## config.mk

```make
export PLATFORM = sky130hd
export DESIGN_NAME = display_source_scheduler
export DESIGN_NICKNAME = d
export VERILOG_FILES = /design/src/rtl/display_pkg.sv /design/src/rtl/round_robin_picker.sv /design/src/rtl/display_source_scheduler.sv
export SDC_FILE = /design/constraint.sdc
export NUM_CORES = 1
export LEC_CHECK = 0
export ABC_CLOCK_PERIOD_IN_PS = 17900
export CORE_AREA = 5 5 125 127
export CTS_CLUSTER_SIZE = 12
export DETAILED_ROUTE_END_ITERATION = 10
export DIE_AREA = 0 0 130 132
export GPL_ROUTABILITY_DRIVEN = 0
export PLACE_DENSITY = 0.55
export SYNTH_ARGS = -nofsm -noshare
export SYNTH_HDL_FRONTEND = slang
export SYNTH_HIERARCHICAL = 1
export SYNTH_SLANG_ARGS = --single-unit
export TNS_END_PERCENT = 10
```

## constraint.sdc

```tcl
create_clock -name clock -period 17.9 [get_ports clock]
set_input_delay 5.37 -clock clock [delete_from_list [all_inputs] [get_ports clock]]
set_output_delay 5.37 -clock clock [all_outputs]
set_load 0.01 [all_outputs]
```

## src/rtl/display_pkg.sv

```systemverilog
// Shared types and sizing for the display source scheduler slice.
package display_pkg;

    localparam int unsigned NYBBLES     = 4;
    localparam int unsigned DATA_WIDTH  = 4 * NYBBLES;
    localparam int unsigned MAX_SOURCES = 8;
    localparam int unsigned IDX_W       = $clog2(MAX_SOURCES);

    typedef enum logic [1:0] {
        IDLE,
        SHOW,
        GAP
    } state_t;

endpackage

```

## src/rtl/round_robin_picker.sv

```systemverilog
// Combinational round-robin pick: first set candidate at or after start_index, wrapping.
module round_robin_picker
    import display_pkg::*;
#(
    parameter int unsigned number_of_sources = 4
) (
    input  logic [number_of_sources-1:0] candidates,
    input  logic [IDX_W-1:0]             start_index,
    output logic [number_of_sources-1:0] pick,
    output logic [IDX_W-1:0]             pick_index,
    output logic                         valid
);

    int unsigned best_distance;
    int unsigned best_position;
    int unsigned distance;

    // Rank each position by its circular distance from the start; the nearest candidate wins.
    always_comb begin
        best_distance = number_of_sources;
        best_position = 0;
        distance      = 0;
        pick          = '0;
        for (int unsigned j = 0; j < number_of_sources; j++) begin
            if (j >= 32'(start_index)) distance = j - 32'(start_index);
            else                       distance = j + number_of_sources - 32'(start_index);
            if (candidates[j] && distance < best_distance) begin
                best_distance = distance;
                best_position = j;
            end
        end
        valid      = best_distance < number_of_sources;
        pick_index = IDX_W'(best_position);
        for (int unsigned j = 0; j < number_of_sources; j++) begin
            pick[j] = valid && (best_position == j);
        end
    end

endmodule

```

## src/rtl/display_source_scheduler.sv

```systemverilog
// Time-shares one segmented display between requesters: round-robin with urgent override,
// fixed dwell per grant and a blanking gap between grants.
module display_source_scheduler
    import display_pkg::*;
#(
    parameter int unsigned number_of_sources = 4,
    parameter int unsigned number_of_nybbles = 4,
    parameter int unsigned dwell_cycles      = 2**24,
    parameter int unsigned gap_cycles        = 2**10
) (
    input  logic                                             clock,
    input  logic                                             reset_n,
    input  logic [number_of_sources-1:0]                     request,
    input  logic [number_of_sources-1:0]                     urgent,
    input  logic [number_of_sources*4*number_of_nybbles-1:0] source_data,
    output logic [number_of_sources-1:0]                     grant,
    output logic [4*number_of_nybbles-1:0]                   data,
    output logic                                             blank,
    output logic [IDX_W-1:0]                                 active_index,
    output logic                                             slot_done,
    output logic                                             idle
);

    localparam int unsigned N   = number_of_sources;
    localparam int unsigned DW  = 4 * number_of_nybbles;
    localparam int unsigned DCW = $clog2(dwell_cycles);
    localparam int unsigned GCW = (gap_cycles == 0) ? 1 : $clog2(gap_cycles + 1);
    localparam logic [DCW-1:0] DWELL_LAST = DCW'(dwell_cycles - 1);
    localparam logic [GCW-1:0] GAP_LAST   = GCW'((gap_cycles == 0) ? 0 : gap_cycles - 1);

    state_t           state, state_nx;
    logic [IDX_W-1:0] owner, owner_nx;
    logic [IDX_W-1:0] pointer, pointer_nx;
    logic [DCW-1:0]   dwell_count, dwell_nx;
    logic [GCW-1:0]   gap_count, gap_nx;

    logic [N-1:0]     owner_onehot;
    logic [N-1:0]     others_request;
    logic [N-1:0]     candidates;
    logic [N-1:0]     pick_onehot;
    logic [IDX_W-1:0] pick_index;
    logic             pick_valid;
    logic [DW-1:0]    owner_data;
    logic             owner_request, owner_urgent, preempt, dwell_end;
    logic             leave_show, take_pick;

    always_comb begin
        owner_onehot = '0;
        owner_data   = '0;
        for (int unsigned i = 0; i < N; i++) begin
            owner_onehot[i] = (owner == IDX_W'(i));
            if (owner == IDX_W'(i)) owner_data = source_data[i*DW +: DW];
        end
    end

    assign owner_request  = |(request & owner_onehot);
    assign owner_urgent   = |(urgent & owner_onehot);
    assign others_request = request & ~owner_onehot;
    assign preempt        = (|(others_request & urgent)) && !owner_urgent;
    assign candidates     = (|(request & urgent)) ? (request & urgent) : request;
    assign dwell_end      = (dwell_count == DWELL_LAST);

    round_robin_picker #(
        .number_of_sources(N)
    ) picker (
        .candidates (candidates),
        .start_index(pointer),
        .pick       (pick_onehot),
        .pick_index (pick_index),
        .valid      (pick_valid)
    );

    always_comb begin
        state_nx   = state;
        owner_nx   = owner;
        pointer_nx = pointer;
        dwell_nx   = dwell_count;
        gap_nx     = gap_count;
        leave_show = 1'b0;
        take_pick  = 1'b0;
        case (state)
            IDLE: take_pick = 1'b1;
            SHOW: begin
                if (dwell_end) begin
                    if (others_request == '0 && owner_request) dwell_nx = '0;
                    else                                       leave_show = 1'b1;
                end else if (!owner_request || preempt) begin
                    leave_show = 1'b1;
                end else begin
                    dwell_nx = dwell_count + DCW'(1);
                end
            end
            GAP: begin
                if (gap_count == GAP_LAST) take_pick = 1'b1;
                else                       gap_nx = gap_count + GCW'(1);
            end
            default: state_nx = IDLE;
        endcase
        // Without a gap, leaving SHOW arbitrates on the same edge instead of visiting GAP.
        if (leave_show) begin
            if (gap_cycles == 0) begin
                take_pick = 1'b1;
            end else begin
                state_nx = GAP;
                gap_nx   = '0;
            end
        end
        if (take_pick) begin
            if (pick_valid) begin
                state_nx   = SHOW;
                owner_nx   = pick_index;
                pointer_nx = (pick_index == IDX_W'(N - 1)) ? '0 : pick_index + IDX_W'(1);
                dwell_nx   = '0;
            end else begin
                state_nx = IDLE;
            end
        end
    end

    always_ff @(posedge clock) begin
        if (!reset_n) begin
            state       <= IDLE;
            owner       <= '0;
            pointer     <= '0;
            dwell_count <= '0;
            gap_count   <= '0;
            data        <= '0;
        end else begin
            state       <= state_nx;
            owner       <= owner_nx;
            pointer     <= pointer_nx;
            dwell_count <= dwell_nx;
            gap_count   <= gap_nx;
            if (state == SHOW) data <= owner_data;
        end
    end

    assign grant        = (state == SHOW) ? owner_onehot : '0;
    assign blank        = (state != SHOW);
    assign active_index = owner;
    assign slot_done    = (state == SHOW) && dwell_end;
    assign idle         = (state == IDLE);

endmodule

```

* Word-level counts from Yosys, hierarchy flattened
Index checks and enable logic that the tools add are counted.
** Operators by class
- Add/sub/neg operators :: 11
- Magnitude comparators :: 9
- Equal/unequal tests :: 10
- Mux-type cells :: 34
- Bitwise operators :: 8
- Reduce and logical (&&, ||, !) cells :: 21
** Operators with widths (number)
- $mux W32 :: 8
- $mux W24 :: 6
- $lt A32 B32 Y1 :: 3
- $lt A32 B3 Y1 const B :: 2
- $mux W16 :: 4
- $add A24 B1 Y24 const B :: 1
- $eq A24 B24 Y1 const B :: 1
- $and A4 B4 Y4 :: 5
- $reduce_or A4 Y1 :: 4
- $sub A3 B3 Y4 const A :: 4
- $add A11 B1 Y11 const B :: 1
- $eq A11 B10 Y1 const B :: 1
- $mux W2 :: 5
- $eq A3 B2 Y1 const B :: 3
- $mux W4 :: 2
- $sub A1 B3 Y4 const A :: 2
- $sub A2 B3 Y4 const A :: 2
- $logic_and A1 B1 Y1 :: 7
- $mux W1 :: 7
- $ge A1 B3 Y1 const A :: 2
- $ge A2 B3 Y1 const A :: 2
- $logic_not A4 Y1 :: 1
- $not A4 Y4 :: 1
- $reduce_and A2 Y1 :: 2
- other kinds (15) :: 17
** Word-level totals
- Flip-flop bits (word level) :: 59
- Input port bits :: 74
- Output and inout bits :: 26
- Logic and storage cells :: 99

* Longest topological paths before layout
Gate-level depths: netlist of run 1.
- Depth in word-level cells :: 17
- Depth in mapped cells :: 31
- Depth with buffers taken out :: 30

* Cells and area by module
The synthesis of run 1 kept the hierarchy.
** By module, submodules not included
- display_source_scheduler :: times used 1, cells an instance 391, area each 3505.9 µm², sequential area each 1181.1 µm²
- round_robin_picker :: times used 1, cells an instance 93, area each 676.9 µm², sequential area each 0.0 µm²

* Worst setup path after synthesis of run 1
Ideal clock, no wire load.
- Path type :: in2reg
- Start :: input port urgent[1]
- End :: register dwell_count[18]
- Setup time :: 0.114 ns
- Arrival time :: 10.916 ns
- Data required time :: 17.786 ns
- Setup slack :: 6.869 ns
- Cell stages on the path :: 28
- Buffers on the path :: 1
- Cell sequence :: nand2_1 and4_1 o21a_1 nand4_1 ha_1 nor2b_1 o31a_1 a311o_1 a21o_1 mux2_4 ha_1 nor4_1 nand2_1 o21ai_2 inv_1 mux2_4 ha_1 a21o_1 a211o_1 a21oi_1 o31ai_2 o211ai_1 nand2_1 o21ai_0 a21oi_2 buf_6 a21boi_0 a21bo_1
** Between the ends
- Cells in the longest elaborated chain, start to end :: 17
- Elaborated cells between the ends (all ways) :: 27
- Those cells by class :: order compare (4); mux (10); bitwise (3); reduce/logical (10)
** Ends and longest elaborated chain
- from (decl) :: RTL line display_source_scheduler.sv:14 : input logic [number_of_sources-1:0] urgent,
- $and A4 B4 Y4 * :: RTL line display_source_scheduler.sv:60 : assign candidates = (|(request & urgent)) ? (request & urgent) : request;
- $reduce_or A4 Y1 * :: RTL line display_source_scheduler.sv:60
- $mux W4 * :: RTL line display_source_scheduler.sv:60
- net candidates[0] :: RTL line display_source_scheduler.sv:39 : logic [N-1:0] candidates;
- $logic_and A1 B1 Y1 * :: RTL line round_robin_picker.sv:27 : if (candidates[j] && distance < best_distance) begin
- $mux W32 * :: RTL line round_robin_picker.sv:27
- $lt A32 B32 Y1 :: RTL line round_robin_picker.sv:27
- $logic_and A1 B1 Y1 :: RTL line round_robin_picker.sv:27
- [3 not listed]
- $mux W32 * :: RTL line round_robin_picker.sv:27
- $lt A32 B32 Y1 :: RTL line round_robin_picker.sv:27
- $logic_and A1 B1 Y1 :: RTL line round_robin_picker.sv:27
- $mux W32 * :: RTL line round_robin_picker.sv:27
- $lt A32 B3 Y1 * :: RTL line round_robin_picker.sv:32 : valid = best_distance < number_of_sources;
- net pick_valid :: RTL line display_source_scheduler.sv:42 : logic pick_valid;
- $mux W24 * :: RTL line display_source_scheduler.sv:109 : if (pick_valid) begin
- $mux W24 * :: RTL line display_source_scheduler.sv:108 : if (take_pick) begin
- to (signal assigned) :: RTL line display_source_scheduler.sv:132 : dwell_count <= dwell_nx;
- to (decl) :: RTL line display_source_scheduler.sv:34 : logic [DCW-1:0] dwell_count, dwell_nx;
The timed path passes the listed nets; every way through them passes the cells marked *.
A chain may end at the register's enable or synchronous reset.

* Worst setup path in the final report of run 1
- Start :: input port request[1]
- End :: register dwell_count[18]
** Between the ends
- Cells in the longest elaborated chain, start to end :: 17
- Elaborated cells between the ends (all ways) :: 31
- Those cells by class :: order compare (4); mux (11); bitwise (4); reduce/logical (12)
** Ends and longest elaborated chain
- from (decl) :: RTL line display_source_scheduler.sv:13 : input logic [number_of_sources-1:0] request,
- $and A4 B4 Y4 * :: RTL line display_source_scheduler.sv:60
- $reduce_or A4 Y1 * :: RTL line display_source_scheduler.sv:60
- $mux W4 * :: RTL line display_source_scheduler.sv:60
- net candidates[0] :: RTL line display_source_scheduler.sv:39
- $logic_and A1 B1 Y1 * :: RTL line round_robin_picker.sv:27
- $mux W32 * :: RTL line round_robin_picker.sv:27
- $lt A32 B32 Y1 :: RTL line round_robin_picker.sv:27
- $logic_and A1 B1 Y1 :: RTL line round_robin_picker.sv:27
- [3 not listed]
- $mux W32 * :: RTL line round_robin_picker.sv:27
- $lt A32 B32 Y1 :: RTL line round_robin_picker.sv:27
- $logic_and A1 B1 Y1 :: RTL line round_robin_picker.sv:27
- $mux W32 * :: RTL line round_robin_picker.sv:27
- $lt A32 B3 Y1 * :: RTL line round_robin_picker.sv:32
- net pick_valid :: RTL line display_source_scheduler.sv:42
- $mux W24 * :: RTL line display_source_scheduler.sv:109
- $mux W24 * :: RTL line display_source_scheduler.sv:108
Marked as above.

==> results of run 1 <==
[power groups by stage]
| stage | clock network, uW | logic [uW] | registers [uW] |
|---|---|---|---|
| after floorplan | 0 | 205 | 167 |
| after global placement | 0 | 293 | 168 |
| after detailed placement | 0 | 297 | 169 |
| after CTS | 178 | 298 | 166 |
| after global routing | 182 | 326 | 169 |
| final | 173 | 296 | 166 |
[state kept, by name, summed over array words and instances (netlist names)]
register,flops
active_index,3
data,16
dwell_count,24
gap_count,11
pointer,3
state,2
[through the flow]
stage | hold WS, ns | cells | area (um2) | utilization (%) | worst slack (ns)
3_5_place_dp | 0.432 | 748 | 5310 | 37.1 | 5.77
3_3_place_gp | 0.428 | 748 | 5310 | 37.1 | 6.00
4_1_cts | 0.442 | 764 | 5610 | 39.2 | 6.11
5_1_grt | 0.473 | 764 | 5610 | 39.2 | 5.64
6_report | 0.442 | 764 | 5610 | 39.2 | 6.04
2_1_floorplan | 0.418 | 483 | 4170 | - | 6.99
[worst register-to-register path: cells and delay by family (launching register included)]
kind	cells	cell delay (ns)
compound gates	14	3.46
fa+ha+maj	4	1.08
simple gates	5	0.89
mux	2	0.63
buf+inv	3	0.42
flops	1	0.40
[metal layers]
layer  up-vias  track usage [%]  part of all wire (%)
met5         -                0                     0
met4         0             5.20                   2.2
met3        26             4.05                   6.0
met2       128             22.7                    48
met1      1952             17.4                    44
li1       1997                -                     -
[worst paths after layout]
check | startpoint | end | slack (ns)
worst min-delay path | gap_count[10] | gap_count[10] | 0.44
worst min register to register | gap_count[10] | gap_count[10] | 0.44
worst max-delay path | request[1] | dwell_count[18] | 6.04
worst max register to register | pointer[1] | dwell_count[18] | 10.93
[cells in the final DEF (no fill, tap or decap), drive strengths merged, types with 4 or more instances in the layout]
| cell type | n |
|---|---|
| conb | 6 |
| o211ai | 10 |
| nand2 | 47 |
| nand2b | 8 |
| nor2 | 56 |
| a22oi | 22 |
| and2 | 5 |
| a21oi | 22 |
| xnor2 | 5 |
| o21ai | 9 |
| clkdlybuf4s50 | 99 |
| xor2 | 8 |
| or4 | 4 |
| mux4 | 18 |
| nor2b | 5 |
| nand3 | 19 |
| and4 | 5 |
| and3 | 5 |
| nor3 | 18 |
| o31ai | 4 |
| o21a | 6 |
| mux2i | 8 |
| clkinv | 4 |
| nand4 | 13 |
| inv | 17 |
| a31oi | 5 |
| dfxtp | 59 |
| mux2 | 4 |
| or3 | 5 |
| nor4 | 5 |
| clkbuf | 9 |
| ha | 23 |
[final cells by class]
cell class / instances / area share [%]
multi-input combinational: 387 / 50.3
timing repair buffer: 102 / 18.1
clock inverter: 7 / 1.38
sequential: 59 / 21.1
tap: 184 / 4.11
inverter: 16 / 1.07
clock buffer: 9 / 4.02
==> flow_summary.ini, run 1 <==
[outcome]
status = finished, final reports clean

[layout]
diodes = 0
seq_area_mm2 = 0.00118
areaGrowthSynthToFinish_pct = 34.9
nFillCells = 1439
drive_gt1_share_pct = 9.14
multi_input_area_mm2 = 0.00282
nets = 672

[synthesis]
syn_inst = 479
ys_warn_count = 6
synth.avg_cell_area_um2 = 8.68
netlist_area_mm2 = 0.00416

[global_route]
gr-total-overflow = 0
grt_pass1_vias = 4049
antenna_found_initial = 0
grt_max_degree = 35
grt_use_total_pct = 14.0
grt_pass1_wl_um = 19800

[timing]
period_minus_slack_ns = 11.86
fmax_ghz = 0.0844
finalHoldViolations = 0
tns_ns = 0
worst_pin_slew_ns = 1.06
finalSetupViolCount = 0
slew_violations = 0
post-route-period-util_pct = 66.2
worst_clock_skew_ns = 0.00659
relSlewSlack_pct = 29.1
rsz0062_at_grt = no

[floorplanning]
rows = 44
fp.dieH_um = 132
coreArea_mm2 = 0.0143
dieArea_mm2 = 0.0172
die_x_um = 130
pin_count = 100
start_util_pct = 29.0

[drt]
detail_route.wl_per_cell_um = 15.7
remaining_drc_errors = 0
ant_nets = 0
vias = 4103
routed_wl_um = 12000
vias_per_cell = 5.37
first_pass_iters = 4
dr.first_iter.drc_count = 194

[power_and_ir_drop]
cellPowerDensity_mw_per_mm2 = 113
vdd_drop_max_mv = 0.0461
p_int_uw = 392
swShare_pct = 38.2
total_power_uw = 635
p_clk_share_pct = 27.3
combPwrFrac_pct = 46.6
seqPwrFrac_pct = 26.2
p_leak_uw = 0.00199
p_sw_uw = 243

[clocking]
cts.sinks = 59
cts_root_buf = clkbuf_16
cts_hold_buf = 0
path_clk_slew_ns = 0.05
clkLatencyLatePin_ns = 0.33
post-cts-setup-buffer-count = 0
htreeDepth = 3
cts_tree = done
numCtsBuffers = 9
ctsResizeCount = 0
clockBufferDepth = 2

[critical_path]
reg2reg_depth = 28
crit_required_ns = 18.12
critPathCaptureType = register
cp_slowest_cell = o21ai_0
crit_type = input pin to register
critical_path.startpoint_type = input pin
crit_buf_inv = 2
crit_family = compound AO/OA/AOI/OAI gates
worst-path-max-fanout = 12
worstPathArrival_ns = 12.08
cpPeakStageDelay_ns = 0.52
crit_cells = 28

[placed_design]
hpwl_um = 9010
io_buffers = 99

[min_path]
hold_path_class = register to register
holdPathStages = 2

[job]
cap_violations = 0
Power figures use the tool's default switching activity.
==> inputs of run 2 (changes only) <==
--- a/config.mk
+++ b/config.mk
@@ -5,13 +5,13 @@
 export SDC_FILE = /design/constraint.sdc
 export NUM_CORES = 1
 export LEC_CHECK = 0
-export ABC_CLOCK_PERIOD_IN_PS = 17900
+export ABC_CLOCK_PERIOD_IN_PS = 10900
 export CORE_AREA = 5 5 125 127
 export CTS_CLUSTER_SIZE = 12
 export DETAILED_ROUTE_END_ITERATION = 10
 export DIE_AREA = 0 0 130 132
 export GPL_ROUTABILITY_DRIVEN = 0
-export PLACE_DENSITY = 0.55
+export PLACE_DENSITY = 0.57
 export SYNTH_ARGS = -nofsm -noshare
 export SYNTH_HDL_FRONTEND = slang
 export SYNTH_HIERARCHICAL = 1
==> constraint.sdc (replaced) <==
create_clock -name clock -period 10.9 [get_ports clock]
set_input_delay 3.27 -clock clock [delete_from_list [all_inputs] [get_ports clock]]
set_output_delay 3.27 -clock clock [all_outputs]
set_load 0.01 [all_outputs]
==> run 2 against run 1 <==
  * Power grew 71%
  * Final area grew 0.71%
  * Clock-buffer cell count grew 2
  * Setup slack lost 4.9 ns
  * Largest power group unchanged
  * Cell count is the same
  * Sequential power grew 61%
  * Largest cell class unchanged
==> flow_summary.ini, run 2 (synthesized netlist as in run 1, its figures left out) <==
[floorplanning]
die_x_um = 130
fp.dieH_um = 132
dieArea_mm2 = 0.0172
pin_count = 100
rows = 44
coreArea_mm2 = 0.0143
start_util_pct = 29.0

[drt]
vias_per_cell = 5.35
detail_route.wl_per_cell_um = 16.0
remaining_drc_errors = 0
routed_wl_um = 12200
vias = 4084
dr.first_iter.drc_count = 196
first_pass_iters = 4
ant_nets = 0

[critical_path]
rrSetupSlack_ns = 3.84
crit_type = input pin to register
crit_required_ns = 11.13
worst-path-max-fanout = 12
r2r_start = pointer[1]
reg2reg_depth = 28
critPathCaptureType = register
worstPathArrival_ns = 10.00
regToRegEndpoint = dwell_count[18]
critical_path.startpoint_type = input pin

[timing]
fmax_ghz = 0.102
period_minus_slack_ns = 9.78
rsz0062_at_grt = no
relSlewSlack_pct = 26.2
slew_violations = 0
finalHoldViolations = 0
worst_pin_slew_ns = 1.10
tns_ns = 0
worst_clock_skew_ns = 0.00682
finalSetupViolCount = 0
post-route-period-util_pct = 89.7

[clocking]
clkLatencyLatePin_ns = 0.33
numCtsBuffers = 9
cts_hold_buf = 0
cts_root_buf = clkbuf_16
ctsResizeCount = 0
cts.sinks = 59
path_clk_slew_ns = 0.05
post-cts-setup-buffer-count = 0
clockBufferDepth = 2
htreeDepth = 3
cts_tree = done

[layout]
nFillCells = 1459
layout_common_cells = 99 x clkdlybuf4s50_1, 59 x dfxtp_1, 55 x nor2_1
areaGrowthSynthToFinish_pct = 35.9
final_common_cell = clkdlybuf4s50_1
top_register = dwell_count
largest_reg_flops = 24
drive_gt1_share_pct = 8.97
diodes = 0
top_regs = dwell_count (24), data (16), gap_count (11)
nets = 672

[power_and_ir_drop]
p_leak_uw = 0.00201
total_power_uw = 1090
vdd_drop_max_mv = 0.0813
cellPowerDensity_mw_per_mm2 = 192

[min_path]
worstHoldEndpoint = gap_count[10]
worstHoldStart = gap_count[10]
holdPathStages = 2
hold_path_class = register to register

[global_route]
gr-total-overflow = 0
grt_use_total_pct = 14.4
grt_max_degree = 35
antenna_found_initial = 0
grt_pass1_vias = 4161
grt_pass1_wl_um = 20200

[placed_design]
hpwl_um = 9200
io_buffers = 99

[outcome]
status = finished, final reports clean

[job]
cap_violations = 0
-- run 2: final cells by class --
type	count	area (um2)	share of cell area (%)
Clock buffer	11	243	4.30
Sequential cell	59	1180	20.9
Clock inverter	5	100	1.77
Timing Repair Buffer	102	1010	17.9
Tap cell	184	230	4.08
Inverter	16	60.1	1.06
Multi-Input combinational cell	387	2820	49.9
-- run 2: critical path, cell delays in order --
cell and delay, ns:
clkdlybuf4s50_1 0.50, nand2_1 0.12, and4_1 0.29, o21a_1 0.18, nand4_1 0.14, ha_1 0.33
nor2b_1 0.15, o31a_1 0.25, a311o_1 0.39, a21o_1 0.24, mux2_4 0.32, ha_1 0.18
nor4_1 0.37, nand2_1 0.11, o21ai_2 0.26, inv_1 0.14, mux2_4 0.31, ha_1 0.29
a21o_1 0.18, a211o_1 0.28, a21oi_1 0.16, o31ai_2 0.10, o211ai_1 0.13, nand2_1 0.10
o21ai_0 0.54, a21oi_2 0.25, a21boi_0 0.19, a21bo_1 0.21
-- run 2: worst max path at each step --
stage          slack (ns)               to  cells past startpoint  startpoint
3_5_place_dp         0.90  dwell_count[18]                     28  request[1]
3_3_place_gp         1.08  dwell_count[18]                     28  request[1]
2_1_floorplan        2.09  dwell_count[18]                     28   urgent[1]
5_1_grt              0.69   dwell_count[3]                     29  request[0]
6_report             1.12  dwell_count[18]                     28  request[1]
4_1_cts              1.13  dwell_count[18]                     28  request[1]
-- run 2: layer usage --
layer	vias up	global-route usage (%)	share of wire, %
li1	1995	-	-
met4	0	3.98	1.5
met5	-	0	0
met2	131	23.9	49
met3	20	4.29	6.6
met1	1938	18.0	43
-- run 2: power by group --
group	switching, uW	internal [uW]
combinational	268	223
sequential	25.7	243
clock	98.7	228
total	392	694
-- run 2: metrics by stage --
| step | instance area [um2] | setup WS (ns) | util (%) | hold WS [ns] | std cells |
|---|---|---|---|---|---|
| 2_1_floorplan | 4170 | 2.09 | - | 0.418 | 483 |
| 3_3_place_gp | 5310 | 1.08 | 37.1 | 0.425 | 748 |
| 3_5_place_dp | 5310 | 0.902 | 37.1 | 0.437 | 748 |
| 4_1_cts | 5650 | 1.13 | 39.5 | 0.444 | 764 |
| 5_1_grt | 5650 | 0.688 | 39.5 | 0.467 | 764 |
| 6_report | 5650 | 1.12 | 39.5 | 0.441 | 764 |
